`src/rtl/hazard_ctrl.sv`:
```
// Hazard/sequencing controller for the 5-stage MIPS pipeline: operand bypass
// selects, stall/flush generation, data-memory wait FSM and stall counters.
module hazard_ctrl #(
    parameter int MEM_TIMEOUT = 16,
    parameter int CNT_W       = 32
) (
    input  logic             clk,
    input  logic             reset,
    input  logic [4:0]       rsD,
    input  logic [4:0]       rtD,
    input  logic [4:0]       rsE,
    input  logic [4:0]       rtE,
    input  logic [4:0]       writeregE,
    input  logic [4:0]       writeregM,
    input  logic [4:0]       writeregW,
    input  logic             regwriteE,
    input  logic             regwriteM,
    input  logic             regwriteW,
    input  logic             memtoregE,
    input  logic             memtoregM,
    input  logic             branchD,
    input  logic             bneD,
    input  logic             pcsrcD,
    input  logic             jumpD,
    input  logic             memreqM,
    input  logic             memready,
    output logic             forwardAD,
    output logic             forwardBD,
    output logic [1:0]       forwardAE,
    output logic [1:0]       forwardBE,
    output logic             stallF,
    output logic             stallD,
    output logic             stallE,
    output logic             stallM,
    output logic             flushD,
    output logic             flushE,
    output logic             flushW,
    output logic             memerr,
    output logic [CNT_W-1:0] lu_stalls,
    output logic [CNT_W-1:0] br_stalls,
    output logic [CNT_W-1:0] mem_stalls
);

    typedef enum logic [1:0] {IDLE, WAIT, ERR} state_t;

    // The timer only has to reach MEM_TIMEOUT-1, so clog2(MEM_TIMEOUT) bits suffice.
    localparam int TW = (MEM_TIMEOUT > 1) ? $clog2(MEM_TIMEOUT) : 1;
    localparam logic [TW-1:0] TIMER_LAST = TW'(MEM_TIMEOUT - 1);

    state_t          state_q, state_d;
    logic [TW-1:0]   timer_q, timer_d;
    logic            memerr_q, memerr_d;
    logic [CNT_W-1:0] cnt_q [3];
    logic [CNT_W-1:0] cnt_d [3];
    logic [2:0]      cnt_inc;
    logic            lu, br, ms;

    function automatic logic hit(input logic we, input logic [4:0] wr, input logic [4:0] src);
        return we && (wr != 5'd0) && (wr == src);
    endfunction

    function automatic logic [1:0] fwd_sel(input logic [4:0] src, input logic wm,
                                           input logic [4:0] rm, input logic ww,
                                           input logic [4:0] rw);
        if (hit(wm, rm, src))      return 2'b10;
        else if (hit(ww, rw, src)) return 2'b01;
        else                       return 2'b00;
    endfunction

    always_comb begin
        lu = hit(memtoregE, writeregE, rsD) || hit(memtoregE, writeregE, rtD);
        br = (branchD || bneD) &&
             (hit(regwriteE, writeregE, rsD) || hit(regwriteE, writeregE, rtD) ||
              hit(memtoregM, writeregM, rsD) || hit(memtoregM, writeregM, rtD));
    end

    always_comb begin
        state_d  = state_q;
        timer_d  = timer_q;
        memerr_d = memerr_q;
        ms       = 1'b0;
        case (state_q)
            IDLE: begin
                if (memreqM && !memready) begin
                    ms      = 1'b1;
                    state_d = WAIT;
                    timer_d = '0;
                end
            end
            WAIT: begin
                if (memready) begin
                    state_d = IDLE;
                end else begin
                    ms = 1'b1;
                    if (timer_q == TIMER_LAST) begin
                        state_d  = ERR;
                        memerr_d = 1'b1;
                    end else begin
                        timer_d = timer_q + 1'b1;
                    end
                end
            end
            ERR:     state_d = IDLE;
            default: state_d = IDLE;
        endcase
    end

    // Control outputs are forced quiet while reset is held.
    always_comb begin
        forwardAE = 2'b00;
        forwardBE = 2'b00;
        forwardAD = 1'b0;
        forwardBD = 1'b0;
        stallF    = 1'b0;
        stallD    = 1'b0;
        stallE    = 1'b0;
        stallM    = 1'b0;
        flushD    = 1'b0;
        flushE    = 1'b0;
        flushW    = 1'b0;
        if (!reset) begin
            forwardAE = fwd_sel(rsE, regwriteM, writeregM, regwriteW, writeregW);
            forwardBE = fwd_sel(rtE, regwriteM, writeregM, regwriteW, writeregW);
            forwardAD = hit(regwriteM, writeregM, rsD);
            forwardBD = hit(regwriteM, writeregM, rtD);
            if (ms) begin
                stallF = 1'b1;
                stallD = 1'b1;
                stallE = 1'b1;
                stallM = 1'b1;
                flushW = 1'b1;
            end else if (lu || br) begin
                stallF = 1'b1;
                stallD = 1'b1;
                flushE = 1'b1;
            end else begin
                flushD = pcsrcD || jumpD;
            end
        end
    end

    assign cnt_inc[0] = lu && !ms;
    assign cnt_inc[1] = br && !lu && !ms;
    assign cnt_inc[2] = ms;

    generate
        for (genvar gi = 0; gi < 3; gi++) begin : g_cnt
            always_comb begin
                cnt_d[gi] = cnt_q[gi];
                if (cnt_inc[gi] && (cnt_q[gi] != {CNT_W{1'b1}}))
                    cnt_d[gi] = cnt_q[gi] + 1'b1;
            end

            always_ff @(posedge clk) begin
                if (reset) cnt_q[gi] <= '0;
                else       cnt_q[gi] <= cnt_d[gi];
            end
        end
    endgenerate

    always_ff @(posedge clk) begin
        if (reset) begin
            state_q  <= IDLE;
            timer_q  <= '0;
            memerr_q <= 1'b0;
        end else begin
            state_q  <= state_d;
            timer_q  <= timer_d;
            memerr_q <= memerr_d;
        end
    end

    assign memerr     = memerr_q;
    assign lu_stalls  = cnt_q[0];
    assign br_stalls  = cnt_q[1];
    assign mem_stalls = cnt_q[2];

endmodule

```
`config.mk`:
```
export PLATFORM = sky130hd
export DESIGN_NAME = hazard_ctrl
export DESIGN_NICKNAME = d
export VERILOG_FILES = /design/src/rtl/hazard_ctrl.sv
export SDC_FILE = /design/constraint.sdc
export NUM_CORES = 1
export LEC_CHECK = 0
export ABC_AREA = 1
export CAP_MARGIN = 20
export CORE_MARGIN = 2
export CORE_UTILIZATION = 55
export CTS_BUF_LIST = sky130_fd_sc_hd__clkbuf_8
export CTS_CLUSTER_DIAMETER = 200
export DETAILED_ROUTE_END_ITERATION = 16
export PLACE_DENSITY = 0.87
export SYNTH_ARGS = -nofsm -noshare
export SYNTH_HDL_FRONTEND = slang
export SYNTH_SLANG_ARGS = --single-unit
```
`constraint.sdc`:
```
create_clock -name clk -period 3.5 [get_ports clk]
set_input_delay 0.7 -clock clk [delete_from_list [all_inputs] [get_ports clk]]
set_output_delay 0.7 -clock clk [all_outputs]
set_load 0.02 [all_outputs]
```
=== Yosys cells after proc, flatten, opt, wreduce, memory -nomap -nowiden ===
Memory sizes are Yosys's and may differ from the RTL's.
Cells that the tools add are included.

* Bitwise operators: 4
* Reduce and logical (&&, ||, !) cells: 43
* Equal/unequal tests: 17
* Add/sub/neg operators: 4
* Muxes and demuxes: 38

{| class="wikitable"
|+ Operators by type and width
! operator !! number
|-
| $mux 32 || 6
|-
| $add 32x1->32 const B || 3
|-
| $ne 32x32->1 const B || 3
|-
| $eq 5x5->1 || 8
|-
| $logic_and 1x1->1 || 25
|-
| $mux 1 || 19
|-
| $reduce_bool 5->1 || 3
|-
| $mux 2 || 7
|-
| $mux 4 || 3
|-
| $pmux 4 s2 || 1
|-
| $logic_or 1x1->1 || 7
|-
| $ne 2x2->1 const B || 3
|-
| $add 4x1->4 const B || 1
|-
| $eq 4x4->1 const B || 1
|-
| $pmux 2 s2 || 1
|-
| $reduce_and 4->1 || 1
|-
| $logic_not 1->1 || 3
|-
| $ne 3x3->1 const B || 1
|-
| $or 1x1->1 || 3
|-
| $reduce_and 3->1 || 1
|-
| $eq 2x1->1 const B || 1
|-
| $logic_not 2->1 || 1
|-
| $pmux 1 s2 || 1
|-
| $reduce_and 2->1 || 1
|-
| other kinds (2) || 2
|}

* RAM bits: 96
* Flip-flop bits (word level): 7
* Input bits: 48
* Output and inout port bits: 110
* Memories kept: 1
* Logic and storage cells: 110

{| class="wikitable"
|+ Memories
! memory !! words !! bits a word !! read ports !! clocked after Yosys merged registers in !! write ports !! line !! text
|-
| cnt_q || 3 || 32 || 3 || 0 || 3 || 53 || <nowiki>logic [CNT_W-1:0] cnt_q [3];</nowiki>
|}

=== Logic depth before layout (Yosys ltp) ===
* Word-level depth: 12
* Gate-level depth with buffers: 16
* Depth with buffers taken out: 15

=== Least setup slack after synthesis ===
OpenSTA, ideal clock, no wires.

* Path kind: input-to-output
* Start: input port writeregM[4]
* End: output port stallF
* Stages on the path: 11
* Buffers on the path: 2
* Data required time: 2.800 ns
* Slack: 0.684 ns
* Arrival: 2.116 ns
* Cells stage by stage: clkbuf_1 xnor2_1 nand3_1 nand2_1 nand2_1 nand2_1 nand2_1 nand2_1 nor2_1 nor2_1 buf_4

* Cells in the longest elaborated chain, start to end: 10
* Elaborated cells on any way between the ends: 13
* Classes of those cells: eq/ne (2); mux (3); reduce/logical (8)

{| class="wikitable"
|+ RTL lines
! item !! line !! text
|-
| start, declared || 14 || <nowiki>input logic [4:0] writeregM,</nowiki>
|-
| $reduce_bool 5->1 || 59 || <nowiki>return we && (wr != 5'd0) && (wr == src);</nowiki>
|-
| $logic_and 1x1->1 (2 in a row) || 59 ||
|-
| $logic_or 1x1->1 || 73 || <nowiki>(hit(regwriteE, writeregE, rsD) || hit(regwriteE, writeregE, rtD) ||</nowiki>
|-
| $logic_or 1x1->1 (*) || 74 || <nowiki>hit(memtoregM, writeregM, rsD) || hit(memtoregM, writeregM, rtD));</nowiki>
|-
| $logic_and 1x1->1 (*) || 72 || <nowiki>br = (branchD || bneD) &&</nowiki>
|-
| $logic_or 1x1->1 (*) || 132 || <nowiki>end else if (lu || br) begin</nowiki>
|-
| $mux 1 (*) (3 in a row) || n/a ||
|-
| end, declared || 31 || <nowiki>output logic stallF,</nowiki>
|}

Mark *: on every way between the ends. The rest lies on a longest branch, timed or not.

=== Worst setup path after layout ===
* Start: input port writeregM[3]
* End: output port forwardBD

* Cells in the longest elaborated chain, start to end: 4
* Elaborated cells on any way between the ends: 5
* Classes of those cells: eq/ne (1); mux (1); reduce/logical (3)

{| class="wikitable"
|+ RTL lines
! item !! line !! text
|-
| $reduce_bool 5->1 || 59 ||
|-
| $logic_and 1x1->1 || 59 ||
|-
| $logic_and 1x1->1 (*) || 59 ||
|-
| $mux 1 (*) || 121 || <nowiki>if (!reset) begin</nowiki>
|-
| end, declared || 28 || <nowiki>output logic forwardBD,</nowiki>
|}

Marks and branches as above.

==> flow_metrics.py <==
metrics = {
    "yosys": {
        "async_flop_share_pct": 0,
        "netlist_area_mm2": 0.00679,
        "synth_ff_type": "sky130_fd_sc_hd__dfxtp_1",
        "synthesis.instances": 1089,
        "postSynthNetCount": 1141,
        "post-synth-top-area-fraction_pct": 30.4,
        "synth_xor_area_share_pct": 9.55,
        "total_of_flip_flops_plus_latches_after_synthesis": 103,
        "synth_compound_area_share_pct": 8.98,
        "synth_fa_ha_area_share_pct": 0.738,
        "largest_family_of_logic_cells_by_synthesized_area": "simple AND/OR/NAND/NOR gates",
        "synth_sequential_area_ratio_pct": 30.4,
        "synth_enable_flop_cells": 0,
        "synth.area.mux_share_pct": 0,
        "post_synth.cell_area_avg_um2": 6.23,
        "synth.top_cells.by_area": "sky130_fd_sc_hd__dfxtp_1, sky130_fd_sc_hd__nand2_1, sky130_fd_sc_hd__nor2_1",
        "yosys.area.top_type": "sky130_fd_sc_hd__dfxtp_1",
        "ys_warn_count": 0,
        "yosysUniqueCellTypes": 37,
        "synth_simple_gate_area_share_pct": 41.5,
    },
    "finish": {
        "nFillCells": 1061,
        "layout.cells.most_common_list": "sky130_fd_sc_hd__nand2_1, sky130_fd_sc_hd__clkdlybuf4s50_1, sky130_fd_sc_hd__nor2_1, sky130_fd_sc_hd__dfxtp_1, sky130_fd_sc_hd__inv_1",
        "finalNetCount": 1298,
        "area_grow_syn2layout_pct": 28.3,
        "multi_input_comb_area_mm2": 0.00413,
        "antenna_cells": 0,
        "mostFrequentLayoutCell": "sky130_fd_sc_hd__nand2_1",
        "layout-drive-gt1-share_pct": 5.20,
        "area.sequential_mm2": 0.00206,
        "final_util_pct": 72.5,
        "post_layout_nonfiller_instances": 1398,
    },
    "timing": {
        "rsz_0062_raised_after_global_routing": "false",
        "fmaxAchievable_mhz": 296,
        "final.min_clock_period_ns": 3.37,
        "finClkSkew_ns": 0.0135,
        "finalSetupViolations": 0,
        "report.final.slew_viol_count": 0,
        "max-slew-margin-rel_pct": 57.7,
        "min_period_over_period_pct": 96.4,
        "finalHoldViolCount": 0,
        "tightestPinTransition_ns": 0.628,
    },
    "clock_network": {
        "hold_bufs_at_cts": 0,
        "cts_buf_count": 9,
        "cts_root_buf": "sky130_fd_sc_hd__clkbuf_8",
        "clock_latency_ns": 0.39,
        "tritoncts": "built",
        "clkSlewWorstSetupHoldPaths_ns": 0.09,
        "cts_max_path_bufs": 2,
        "cts_htree_levels": 3,
        "cts_sinks": 103,
    },
    "drt": {
        "first_pass_iters": 5,
        "route.detailed.wl_per_inst_um": 13.7,
        "dr_total_vias": 7654,
        "antenna_left": 0,
        "detail_route.vias_per_cell": 5.47,
        "met2_length_um": 9190,
        "detailroute.wirelength.met3_um": 1290,
        "routedLengthMet1_um": 8420,
        "dr.first_iter.drc_count": 742,
        "drc": 0,
        "finalWirelength_um": 19200,
        "top_layer_used": "met4",
    },
    "floorplan": {
        "placeableCoreArea_mm2": 0.0120,
        "row_count": 40,
        "fp.dieW_um": 115,
        "initial_core_util_pct": 56.5,
        "fp.dieArea_mm2": 0.0132,
        "vert_die_dim_um": 115,
        "pin_count": 158,
    },
    "global_route": {
        "antenna_found_initial": 0,
        "global_route.overflow_total": 0,
        "maximum_number_of_pins_on_one_net_before_global_route_repair": 49,
        "grt_first_pass_wirelength_um": 31700,
        "grt_use_total_pct": 28.9,
        "first_global_vias": 6897,
    },
    "placement": {
        "io_buffers": 157,
        "finalWeightedCongestion": 0.972,
        "detailed_placement_hpwl_um": 14200,
        "placed_cells": 1382,
    },
    "worst_setup_path": {
        "worstSetupPathType": "input port to primary output",
        "critPathArrivalTime_ns": 2.67,
        "worstSetupStartpointType": "input port",
        "endpoint_kind": "primary output",
        "cp_data_required_time_ns": 2.80,
        "crit_fanout": 5,
    },
    "pwr": {
        "worst_ir_drop_vdd_mv": 0.187,
        "p_leak_uw": 0.00329,
        "power_per_cell_area_mw_per_mm2": 253,
    },
    "flow_run": {
        "maxcap_viol_count": 0,
    },
    "outcome": {
        "run_status": "finished, final reports clean",
    },
    "worst_hold_path": {
        "worst_hold_path_type": "register to register",
    },
}
-- metrics by stage --
| stage | hold WS (ns) | area, µm² | worst slack [ns] | power, µW | TNS (ns) |
|---|---|---|---|---|---|
| finish | 0.473 | 8710 | 0.125 | 2200 | 0 |
| global route | 0.501 | 8710 | 0.0411 | 2290 | 0 |
| CTS | 0.476 | 8700 | 0.0171 | 2200 | 0 |
| detailed placement | 0.462 | 8510 | -0.144 | 1480 | -0.439 |
| global placement | 0.439 | 8510 | -0.117 | 1480 | -0.244 |
| floorplan | 0.457 | 6790 | 0.684 | 1360 | 0 |
-- routing by layer --
metal,track usage [%],vias up
met5,0,-
met4,10.0,0
met3,5.38,29
met2,48.2,307
met1,37.6,3483
li1,-,3835
-- worst paths after layout --
path / startpoint / to / cells past startpoint / slack (ns)
setup / recovery: writeregM[3] / forwardBD / 8 / 0.13
hold / removal: memerr / memerr / 2 / 0.47
hold reg to reg: memerr / memerr / 2 / 0.47
setup reg to reg: cnt_q[2][0] / cnt_q[2][8] / 12 / 0.97
-- cells in the mapped netlist, types with 2 or more instances --
| cell | n |
|---|---|
| sky130_fd_sc_hd__buf_2 | 10 |
| sky130_fd_sc_hd__clkbuf_1 | 15 |
| sky130_fd_sc_hd__xor2_1 | 44 |
| sky130_fd_sc_hd__nor2_4 | 2 |
| sky130_fd_sc_hd__nor4_1 | 12 |
| sky130_fd_sc_hd__ha_1 | 4 |
| sky130_fd_sc_hd__o21ai_0 | 24 |
| sky130_fd_sc_hd__nor2_1 | 132 |
| sky130_fd_sc_hd__o22ai_1 | 2 |
| sky130_fd_sc_hd__nor3b_1 | 3 |
| sky130_fd_sc_hd__inv_2 | 3 |
| sky130_fd_sc_hd__buf_4 | 4 |
| sky130_fd_sc_hd__nand4_1 | 36 |
| sky130_fd_sc_hd__xnor2_1 | 30 |
| sky130_fd_sc_hd__a21oi_1 | 85 |
| sky130_fd_sc_hd__a31oi_1 | 2 |
| sky130_fd_sc_hd__buf_6 | 6 |
| sky130_fd_sc_hd__nor2_2 | 5 |
| sky130_fd_sc_hd__nand3_1 | 71 |
| sky130_fd_sc_hd__or2_2 | 3 |
| sky130_fd_sc_hd__a211oi_1 | 2 |
| sky130_fd_sc_hd__dfxtp_1 | 103 |
| sky130_fd_sc_hd__nand2_1 | 327 |
| sky130_fd_sc_hd__inv_1 | 101 |
| sky130_fd_sc_hd__nand2_2 | 5 |
| sky130_fd_sc_hd__nor3_1 | 47 |
-- final cells by class --
| cell class | instances | share of cell area [%] |
|---|---|---|
| Clock buffer | 11 | 1.74 |
| Clock inverter | 5 | 0.460 |
| Inverter | 105 | 4.53 |
| Multi-Input combinational cell | 846 | 47.4 |
| Sequential cell | 103 | 23.7 |
| Tap cell | 147 | 2.11 |
| Timing Repair Buffer | 181 | 20.0 |
-- logic make-up after synthesis --
group	Yosys count
DFF	103
xor gates and xnor gates	74
and+or+nand+nor	650
AOI/OAI and AO/OA	118
adders and majority gates	4
buffers and inverters	140
-- registers in the layout, summed over array words and instances, names as in the netlist --
name     flops
timer_q      4
state_q      2
cnt_q       96
memerr       1
-- critical path, stage by stage --
cell and delay (ns):
sky130_fd_sc_hd__clkdlybuf4s50_1 0.58, sky130_fd_sc_hd__nor3_1 0.09, sky130_fd_sc_hd__nand3_1 0.09, sky130_fd_sc_hd__buf_4 0.11, sky130_fd_sc_hd__nand2_1 0.08, sky130_fd_sc_hd__buf_4 0.15
sky130_fd_sc_hd__nor3_1 0.22, sky130_fd_sc_hd__clkdlybuf4s50_1 0.65
-- what timing repair did --
action                                  in CTS  in global routing
setup buffers                                0                  0
resized for setup                            6                  5
hold endpoints to repair                     0                  0
endpoints found under the setup margin       6                  4
pin swaps                                    0                  0
-- where the power goes --
group          internal (µW)  switching (µW)
registers               1180            6.28
clock network            302             445
logic                    119             152
(Power assumes the default switching activity.)
